===== src/rtl/in_dispatch_fsm_if.sv =====
// ---------------------------------------------------------------------------
// in_dispatch_fsm_if
// Bundles every handshake and data signal between the input dispatcher and
// the FIFOs and merger around it. clk and reset stay plain ports on the
// dispatcher.
//
// Signal summary (direction as seen by the dispatcher, modport master):
//   in_fifo_empty   in   input FIFO empty
//   in_fifo_pop     out  input FIFO read strobe
//   in_data         in   input word (valid the cycle after in_fifo_pop)
//   in_is_varint    in   1 = varint destination, 0 = raw destination
//   in_last         in   word is the last of its record
//   dst_fifo_clr    out  clears both destination FIFOs
//   varint_fifo_*   full in / push, data, index out
//   raw_fifo_*      full in / push, data, index out
//   record_done     in   one-cycle pulse per record completed by the merger
//   dispatch_err    out  sticky error flag
//
// Handshake semantics: every strobe is a one-cycle transfer with no separate
// ready. A pop is only issued when in_fifo_empty was low; the popped word is
// valid on in_* in the following cycle. A push is only issued when the
// destination's full was low in the previous cycle, and *_data_d/*_index_d
// are valid for the whole cycle the push is high. At most one push is high
// at a time.
// ---------------------------------------------------------------------------
interface in_dispatch_fsm_if #(
   parameter int DATA_W = 64
);
   logic              in_fifo_empty;
   logic              in_fifo_pop;
   logic [DATA_W-1:0] in_data;
   logic              in_is_varint;
   logic              in_last;
   logic              dst_fifo_clr;
   logic              varint_fifo_full;
   logic              varint_fifo_push;
   logic [DATA_W-1:0] varint_data_d;
   logic [9:0]        varint_index_d;
   logic              raw_fifo_full;
   logic              raw_fifo_push;
   logic [DATA_W-1:0] raw_data_d;
   logic [9:0]        raw_index_d;
   logic              record_done;
   logic              dispatch_err;

   modport master (
      input  in_fifo_empty, in_data, in_is_varint, in_last,
             varint_fifo_full, raw_fifo_full, record_done,
      output in_fifo_pop, dst_fifo_clr,
             varint_fifo_push, varint_data_d, varint_index_d,
             raw_fifo_push, raw_data_d, raw_index_d, dispatch_err
   );

   modport slave (
      output in_fifo_empty, in_data, in_is_varint, in_last,
             varint_fifo_full, raw_fifo_full, record_done,
      input  in_fifo_pop, dst_fifo_clr,
             varint_fifo_push, varint_data_d, varint_index_d,
             raw_fifo_push, raw_data_d, raw_index_d, dispatch_err
   );
endinterface


===== src/rtl/in_dispatch_fsm.sv =====
// ---------------------------------------------------------------------------
// in_dispatch_fsm
// Pops tagged words from the input FIFO and routes each one to the varint
// FIFO or the raw FIFO, tagging it with a 10-bit record index. The index
// advances after the last word of each record. Optionally limits the number
// of records in flight so the merger's index comparison never aliases.
//
// Ports:
//   clk             clock
//   reset           asynchronous active-low reset
//   bus             in_dispatch_fsm_if.master (FIFO/merger handshakes)
//   o_dbg_state     one-hot FSM state
//   o_dbg_in_index  current record index
//   o_dbg_inflight  records dispatched but not yet completed (0 if disabled)
//
// Build option: define INFLIGHT_LIMIT_EN to compile in the in-flight window,
// the record_done handling and the inflight counter. Without it the window
// is always open and record_done is ignored.
// ---------------------------------------------------------------------------
module in_dispatch_fsm #(
   parameter int DATA_W       = 64,
   parameter int MAX_INFLIGHT = 512
) (
   input  logic                     clk,
   input  logic                     reset,
   in_dispatch_fsm_if.master        bus,
   output logic [4:0]               o_dbg_state,
   output logic [9:0]               o_dbg_in_index,
   output logic [9:0]               o_dbg_inflight
);

   typedef enum logic [4:0] {
      S_INIT     = 5'b00001,
      S_IDLE     = 5'b00010,
      S_POP      = 5'b00100,
      S_LATCH    = 5'b01000,
      S_DISPATCH = 5'b10000
   } state_t;

   state_t            r_state;
   logic [DATA_W-1:0] r_hold_data;
   logic              r_hold_varint;
   logic              r_hold_last;
   logic [9:0]        r_in_index;
   logic              r_err;
   // Push strobes are flops that are only ever set while in DISPATCH, so
   // they behave as extra state bits rather than input-dependent outputs.
   logic              r_push_varint;
   logic              r_push_raw;

   logic              w_window_open;
   logic              w_latch_full;
   logic              w_hold_full;

   // LATCH samples full for the destination of the word arriving this cycle,
   // so an unstalled push lands in the first DISPATCH cycle.
   assign w_latch_full = bus.in_is_varint ? bus.varint_fifo_full : bus.raw_fifo_full;
   assign w_hold_full  = r_hold_varint    ? bus.varint_fifo_full : bus.raw_fifo_full;

`ifdef INFLIGHT_LIMIT_EN
   localparam logic [10:0] LP_MAX = 11'(MAX_INFLIGHT);
   logic [9:0] r_inflight;
   logic       w_last_push;

   assign w_last_push    = (r_state == S_DISPATCH) && (r_push_varint || r_push_raw) && r_hold_last;
   assign w_window_open  = ({1'b0, r_inflight} < LP_MAX);
   assign o_dbg_inflight = r_inflight;
`else
   logic       w_unused_done;
   logic [10:0] w_unused_max;

   assign w_unused_done  = bus.record_done;
   assign w_unused_max   = 11'(MAX_INFLIGHT);
   assign w_window_open  = 1'b1;
   assign o_dbg_inflight = '0;
`endif

   always_ff @(posedge clk or negedge reset) begin
      if (!reset) begin
         r_state       <= S_INIT;
         r_hold_data   <= '0;
         r_hold_varint <= 1'b0;
         r_hold_last   <= 1'b0;
         r_in_index    <= '0;
         r_err         <= 1'b0;
         r_push_varint <= 1'b0;
         r_push_raw    <= 1'b0;
`ifdef INFLIGHT_LIMIT_EN
         r_inflight    <= '0;
`endif
      end else begin
         case (r_state)
            S_INIT: begin
               r_in_index    <= '0;
               r_push_varint <= 1'b0;
               r_push_raw    <= 1'b0;
               r_state       <= S_IDLE;
            end
            S_IDLE: begin
               if (!bus.in_fifo_empty && w_window_open) begin
                  r_state <= S_POP;
               end
            end
            S_POP: begin
               r_state <= S_LATCH;
            end
            S_LATCH: begin
               r_hold_data   <= bus.in_data;
               r_hold_varint <= bus.in_is_varint;
               r_hold_last   <= bus.in_last;
               r_push_varint <=  bus.in_is_varint && !w_latch_full;
               r_push_raw    <= !bus.in_is_varint && !w_latch_full;
               r_state       <= S_DISPATCH;
            end
            S_DISPATCH: begin
               if (r_push_varint || r_push_raw) begin
                  // Push happens this cycle; the word is gone.
                  r_push_varint <= 1'b0;
                  r_push_raw    <= 1'b0;
                  if (r_hold_last) begin
                     r_in_index <= r_in_index + 10'd1;
                  end
                  r_state <= S_IDLE;
               end else if (!w_hold_full) begin
                  // Full dropped: push next cycle. Only this block pushes, so
                  // the FIFO cannot refill in between.
                  r_push_varint <=  r_hold_varint;
                  r_push_raw    <= !r_hold_varint;
               end
            end
            default: begin
               r_push_varint <= 1'b0;
               r_push_raw    <= 1'b0;
               r_err         <= 1'b1;
               r_state       <= S_INIT;
            end
         endcase

`ifdef INFLIGHT_LIMIT_EN
         // A completion coinciding with a last-word push cancels out.
         if (r_state == S_INIT) begin
            r_inflight <= '0;
         end else if (w_last_push && !bus.record_done) begin
            r_inflight <= r_inflight + 10'd1;
         end else if (!w_last_push && bus.record_done) begin
            if (r_inflight == 10'd0) begin
               r_err <= 1'b1;
            end else begin
               r_inflight <= r_inflight - 10'd1;
            end
         end
`endif
      end
   end

   assign bus.in_fifo_pop      = (r_state == S_POP);
   assign bus.dst_fifo_clr     = (r_state == S_INIT);
   assign bus.varint_fifo_push = r_push_varint;
   assign bus.raw_fifo_push    = r_push_raw;
   assign bus.varint_data_d    = r_hold_data;
   assign bus.raw_data_d       = r_hold_data;
   assign bus.varint_index_d   = r_in_index;
   assign bus.raw_index_d      = r_in_index;
   assign bus.dispatch_err     = r_err;

   assign o_dbg_state    = r_state;
   assign o_dbg_in_index = r_in_index;

endmodule


===== src/flat_wrapper.sv =====
// flat-port wrapper written by rule: the top's interface ports become plain ports
module in_dispatch_fsm_flat 
#(
   parameter int DATA_W       = 64,
   parameter int MAX_INFLIGHT = 512
)
  (clk, reset, o_dbg_state, o_dbg_in_index, o_dbg_inflight, bus_in_fifo_empty, bus_in_data, bus_in_is_varint, bus_in_last, bus_varint_fifo_full, bus_raw_fifo_full, bus_record_done, bus_in_fifo_pop, bus_dst_fifo_clr, bus_varint_fifo_push, bus_varint_data_d, bus_varint_index_d, bus_raw_fifo_push, bus_raw_data_d, bus_raw_index_d, bus_dispatch_err);
  in_dispatch_fsm_if #(.DATA_W(DATA_W)) bus_i ();
  input  logic clk;
  input  logic reset;
  output logic [4:0] o_dbg_state;
  output logic [9:0] o_dbg_in_index;
  output logic [9:0] o_dbg_inflight;
  input wire logic [$bits(bus_i.in_fifo_empty)-1:0] bus_in_fifo_empty;
  input wire logic [$bits(bus_i.in_data)-1:0] bus_in_data;
  input wire logic [$bits(bus_i.in_is_varint)-1:0] bus_in_is_varint;
  input wire logic [$bits(bus_i.in_last)-1:0] bus_in_last;
  input wire logic [$bits(bus_i.varint_fifo_full)-1:0] bus_varint_fifo_full;
  input wire logic [$bits(bus_i.raw_fifo_full)-1:0] bus_raw_fifo_full;
  input wire logic [$bits(bus_i.record_done)-1:0] bus_record_done;
  output wire logic [$bits(bus_i.in_fifo_pop)-1:0] bus_in_fifo_pop;
  output wire logic [$bits(bus_i.dst_fifo_clr)-1:0] bus_dst_fifo_clr;
  output wire logic [$bits(bus_i.varint_fifo_push)-1:0] bus_varint_fifo_push;
  output wire logic [$bits(bus_i.varint_data_d)-1:0] bus_varint_data_d;
  output wire logic [$bits(bus_i.varint_index_d)-1:0] bus_varint_index_d;
  output wire logic [$bits(bus_i.raw_fifo_push)-1:0] bus_raw_fifo_push;
  output wire logic [$bits(bus_i.raw_data_d)-1:0] bus_raw_data_d;
  output wire logic [$bits(bus_i.raw_index_d)-1:0] bus_raw_index_d;
  output wire logic [$bits(bus_i.dispatch_err)-1:0] bus_dispatch_err;
  assign bus_i.in_fifo_empty = bus_in_fifo_empty;
  assign bus_i.in_data = bus_in_data;
  assign bus_i.in_is_varint = bus_in_is_varint;
  assign bus_i.in_last = bus_in_last;
  assign bus_i.varint_fifo_full = bus_varint_fifo_full;
  assign bus_i.raw_fifo_full = bus_raw_fifo_full;
  assign bus_i.record_done = bus_record_done;
  assign bus_in_fifo_pop = bus_i.in_fifo_pop;
  assign bus_dst_fifo_clr = bus_i.dst_fifo_clr;
  assign bus_varint_fifo_push = bus_i.varint_fifo_push;
  assign bus_varint_data_d = bus_i.varint_data_d;
  assign bus_varint_index_d = bus_i.varint_index_d;
  assign bus_raw_fifo_push = bus_i.raw_fifo_push;
  assign bus_raw_data_d = bus_i.raw_data_d;
  assign bus_raw_index_d = bus_i.raw_index_d;
  assign bus_dispatch_err = bus_i.dispatch_err;
  in_dispatch_fsm #(.DATA_W(DATA_W), .MAX_INFLIGHT(MAX_INFLIGHT)) u_core (.clk(clk), .reset(reset), .bus(bus_i), .o_dbg_state(o_dbg_state), .o_dbg_in_index(o_dbg_in_index), .o_dbg_inflight(o_dbg_inflight));
endmodule

===== config.mk =====
export PLATFORM = sky130hd
export DESIGN_NAME = in_dispatch_fsm_flat
export DESIGN_NICKNAME = d
export VERILOG_FILES = /design/src/rtl/in_dispatch_fsm_if.sv /design/src/rtl/in_dispatch_fsm.sv /design/src/flat_wrapper.sv
export SDC_FILE = /design/constraint.sdc
export NUM_CORES = 1
export LEC_CHECK = 0
export CORE_ASPECT_RATIO = 0.8
export CORE_MARGIN = 4
export CORE_UTILIZATION = 41
export CTS_CLUSTER_SIZE = 30
export DETAILED_ROUTE_END_ITERATION = 10
export PLACE_DENSITY = 0.91
export SETUP_SLACK_MARGIN = 0.3
export SLEW_MARGIN = 20
export SYNTH_ARGS = -nofsm -noshare
export SYNTH_HDL_FRONTEND = slang
export SYNTH_SLANG_ARGS = --single-unit

===== constraint.sdc =====
create_clock -name clk -period 5 [get_ports clk]
set_input_delay 1.5 -clock clk [delete_from_list [all_inputs] [get_ports clk]]
set_output_delay 1.5 -clock clk [all_outputs]
set_load 0.005 [all_outputs]

Yosys cells after proc, flatten, opt, wreduce, memory -nomap -nowiden:

Cells that the tools add are included.

* bits in registers: 84
* input bits: 72
* output and inout port bits: 178
* word-level logic and storage cells: 45

* add/subtract/negate cells: 1
* eq/ne operators: 9
* multiplexer cells: 14
* bitwise gates (word level): 1
* reduce and logical (&&, ||, !) cells: 12

Operator list (number)
* $pmux W5 S5: 1
* $mux W10: 2
* $pmux W10 S2: 1
* $add A10 B1 Y10 const B: 1
* $mux W5: 2
* $mux W1: 6
* $pmux W1 S3: 2
* $eq A5 B1 Y1 const B: 1
* $eq A5 B2 Y1 const B: 1
* $eq A5 B3 Y1 const B: 1
* $eq A5 B4 Y1 const B: 1
* $eq A5 B5 Y1 const B: 1
* $reduce_or A5 Y1: 1
* $ne A2 B1 Y1 const B: 2
* $reduce_and A2 Y1: 2
* $logic_not A1 Y1: 3
* $ne A3 B3 Y1 const B: 1
* $reduce_and A3 Y1: 1
* $logic_and A1 B1 Y1: 2
* $ne A2 B2 Y1 const B: 1
* $reduce_bool A2 Y1: 1
* $reduce_or A2 Y1: 1
* $logic_or A1 B1 Y1: 1
* $not A1 Y1: 1

Depth between registers and ports, before layout:

* depth in word-level cells: 4
* mapped depth: 8
* depth with buffers taken out: 5

Worst setup path after synthesis:

No wires, ideal clock.

* kind: reg-to-output
* from: register u_core.r_state[4], in the netlist u_core.o_dbg_state[4]
* to: output bus_in_fifo_pop
* arrival: 1.163 ns
* data required time: 3.500 ns
* setup slack: 2.337 ns
* stages on the path, launching flop included: 3
* buffers on the path: 0
* cell sequence: dfrtp_1 > or2_2 > nor4b_1

* cells in the longest elaborated chain, start to end: 1

RTL lines
* start: declaration: line in_dispatch_fsm.sv:40 `state_t r_state;`
* start signal: assignment: line in_dispatch_fsm.sv:80 `r_state <= S_INIT;`
* start signal: assignment: line in_dispatch_fsm.sv:97 `r_state <= S_IDLE;`
* start signal: assignment: line in_dispatch_fsm.sv:101 `r_state <= S_POP;`
* $eq A5 B3 Y1: line in_dispatch_fsm.sv:156 `assign bus.in_fifo_pop = (r_state == S_POP);`
* end: declaration: line flat_wrapper.sv:21 `output wire logic [$bits(bus_i.in_fifo_pop)-1:0] bus_in_fifo_pop;`

No other way between the ends.

Worst setup path in the final report:

* from: register u_core.r_state[3], in the netlist u_core.o_dbg_state[3]
* to: output bus_dst_fifo_clr

* cells in the longest elaborated chain, start to end: 1

RTL lines
* $eq A5 B1 Y1: line in_dispatch_fsm.sv:157 `assign bus.dst_fifo_clr = (r_state == S_INIT);`
* end: declaration: line flat_wrapper.sv:22 `output wire logic [$bits(bus_i.dst_fifo_clr)-1:0] bus_dst_fifo_clr;`

No other way between the ends.

==> reports/metrics.yaml <==
antennaDiodeCount: 0
synth-simple-area-share_pct: 24.3
syn_area_per_cell_um2: 8.68
worstPathRequired_ns: 3.50
arrival_ns: 2.18
rsz0062_at_grt: "no"
root_buffer: "clkbuf_16"
initial_core_util_pct: 42.5
rows: 32
place_congestion: 0.831
tightest_slew_ns: 0.741
synth_edf_count: 0
cts_hold_buf: 0
grt_max_degree: 85
syn_area_um2: 4130
antenna_found_initial: 0
post-dp-hpwl_mm: 8.74
ys_seq_area_share_pct: 50.9
slowest_stage: "clkdlybuf4s50_1"
syn_inst: 476
core_um2: 9730
drc: 0
async_flop_share_pct: 100
first_global_vias: 3663
total_power_mw: 3.25
avgRoutedWirePerCell_um: 15.1
area_growth_pct: 51.3
peakVddDrop_mv: 0.291
slowest_delay_ns: 0.55
drtPass1Iterations: 4
clk_pin_slew_worst_paths_ns: 0.06
drtIter0Drc: 180
status: "completed"
dp_cells: 746
synth_mux_area_share_pct: 0.787
grt_overflow: 0
ctsResizeCount: 0
finalNetCount: 694
io_buffers: 238
post_cts_buffers: 0
synth-adder-area-share_pct: 0.303
num_io_pins: 250
instances_no_fill: 761
mostFrequentLayoutCells: "237 x clkdlybuf4s50_1, 204 x nand2_1, 83 x dfrtp_1"
antenna_left: 0
clkLatencyLatePin_ns: 0.32
die_h_um: 97.8
critPathTopFamily: "buffers and inverters"
drive_gt1_share_pct: 3.68
min_period_ns: 3.68
finClkSkew_ns: 0.00371
path_class: "reg -> out"
worstPathCellList: "nor3_1, nand2_1, clkinv_1, clkdlybuf4s50_1"
p_leak_nw: 2.79
ys_warn_count: 0
die_w_um: 120
avgViaCountPerCell: 4.71
critPathCaptureType: "primary output"
drt_wl_total_mm: 11.5
critPathLaunchType: "flip-flop"
maxSlewViolCount: 0
synth_top_family_by_area: "simple AND/OR/NAND/NOR gates"
ys_ff_latch: 84
cts_buffer_depth: 2
synth_xor_area_share_pct: 0.636
cap_violations: 0
max_freq_mhz: 272
cts_inserted_buffers: 9
worst-path-buf-inv: 2
synth-main-ff-cell: "dfrtp_1"
fin_crit_sh_pct: 73.7
track_usage_pct: 19.3
finalSetupTns_ns: 0
grt_pass1_wl_mm: 18.4
hold_class: "reg -> reg"
htreeDepth: 3
hold_viol_final: 0
cts_sinks: 84
relSlewSlack_pct: 50.6
cts_tree: "done"
p_per_area_nw_per_um2: 520
critPathMaxFanout: 11
final-setup-viol-count: 0
layout_commonest_cell: "clkdlybuf4s50_1"
die_area_um2: 11800
via_count: 3582
synth_compound_area_share_pct: 3.48
synth_cell_types: 43
==> worst register-to-register path, stage by stage, from the launching register on <==
cell and delay, ns:
dfrtp_1 0.50, or4b_4 0.61, or4_1 0.62, or3_1 0.39
a21oi_1 0.17
==> metrics by stage <==
stage	hold slack, ns	utilization, %	setup WS (ns)	instance area (µm²)
2_1_floorplan	0.438	-	2.34	4170
3_3_place_gp	0.455	61.0	1.73	5940
3_5_place_dp	0.474	61.1	1.68	5940
4_1_cts	0.489	64.2	1.31	6250
5_1_grt	0.512	64.3	1.14	6250
6_report	0.481	64.3	1.32	6250
==> final cells by class <==
class | instances | area [µm²]
multi-input combinational | 283 | 1270
clock buffer | 10 | 229
inverter | 4 | 15.0
fill | 805 | 3480
timing repair buffer | 239 | 2390
clock inverter | 5 | 77.6
sequential | 84 | 2100
tap | 136 | 170
==> state kept, by name, indices dropped and copies added, names as in the netlist <==
signal / count
u_core.r_hold_varint: 1
u_core.o_dbg_state: 5
u_core.bus.varint_fifo_push: 1
u_core.bus.raw_data_d: 64
u_core.r_hold_last: 1
u_core.bus.dispatch_err: 1
u_core.bus.raw_fifo_push: 1
u_core.bus.raw_index_d: 10
==> where the power goes <==
group | internal (mW) | switching [mW]
clock | 0.433 | 0.249
sequential | 0.925 | 0.226
combinational | 0.935 | 0.486
total | 2.29 | 0.960
==> synth_stat cells (3+ instances only) <==
cell type | n | area share (%)
inv_1 | 3 | 0.27
a21o_1 | 3 | 0.54
nor2_1 | 7 | 0.64
nor4_1 | 3 | 0.45
dfrtp_1 | 83 | 50
nor3_1 | 5 | 0.61
o21ai_0 | 3 | 0.36
buf_1 | 3 | 0.27
nand3_1 | 9 | 1.1
nand2_1 | 204 | 19
or3_1 | 4 | 0.61
buf_4 | 94 | 17
clkbuf_1 | 14 | 1.3
a21oi_1 | 3 | 0.36
==> metal layers <==
layer	share of wire [%]	global-route usage [%]	routed length, µm
met4	1.6	5.84	188
met2	52	34.9	5960
met3	8.4	6.37	971
met5	0	0	0
met1	38	21.8	4400
==> worst paths after layout <==
path / depth (start not counted) / slack [ns] / endpoint / from
min in group asynchronous: 1 / 1.23 / u_core.bus.raw_data_d[39]$_DFFE_PN0P_ / reset
worst max-delay path: 4 / 1.32 / bus_dst_fifo_clr / u_core.o_dbg_state[3]$_DFFE_PN0P_
worst max register to register: 4 / 2.62 / u_core.bus.raw_index_d[7]$_DFFE_PN0P_ / u_core.o_dbg_state[3]$_DFFE_PN0P_
worst min register to register: 2 / 0.48 / u_core.bus.dispatch_err$_DFFE_PN0N_ / u_core.bus.dispatch_err$_DFFE_PN0N_
worst min-delay path: 2 / 0.48 / u_core.bus.dispatch_err$_DFFE_PN0N_ / u_core.bus.dispatch_err$_DFFE_PN0N_
max in group asynchronous: 1 / 3.28 / u_core.bus.raw_data_d[29]$_DFFE_PN0P_ / reset
==> logic make-up (layout without fill, tap and decap cells) <==
family	Yosys count	in the layout
adders and majority gates	1	1
other	1	10
AOI/OAI and AO/OA	21	21
buffers and inverters	118	258
xor gates and xnor gates	3	3
muxes	3	3
and+or+nand+nor	245	245
DFF	84	84
Power figures use the tool's default switching activity.
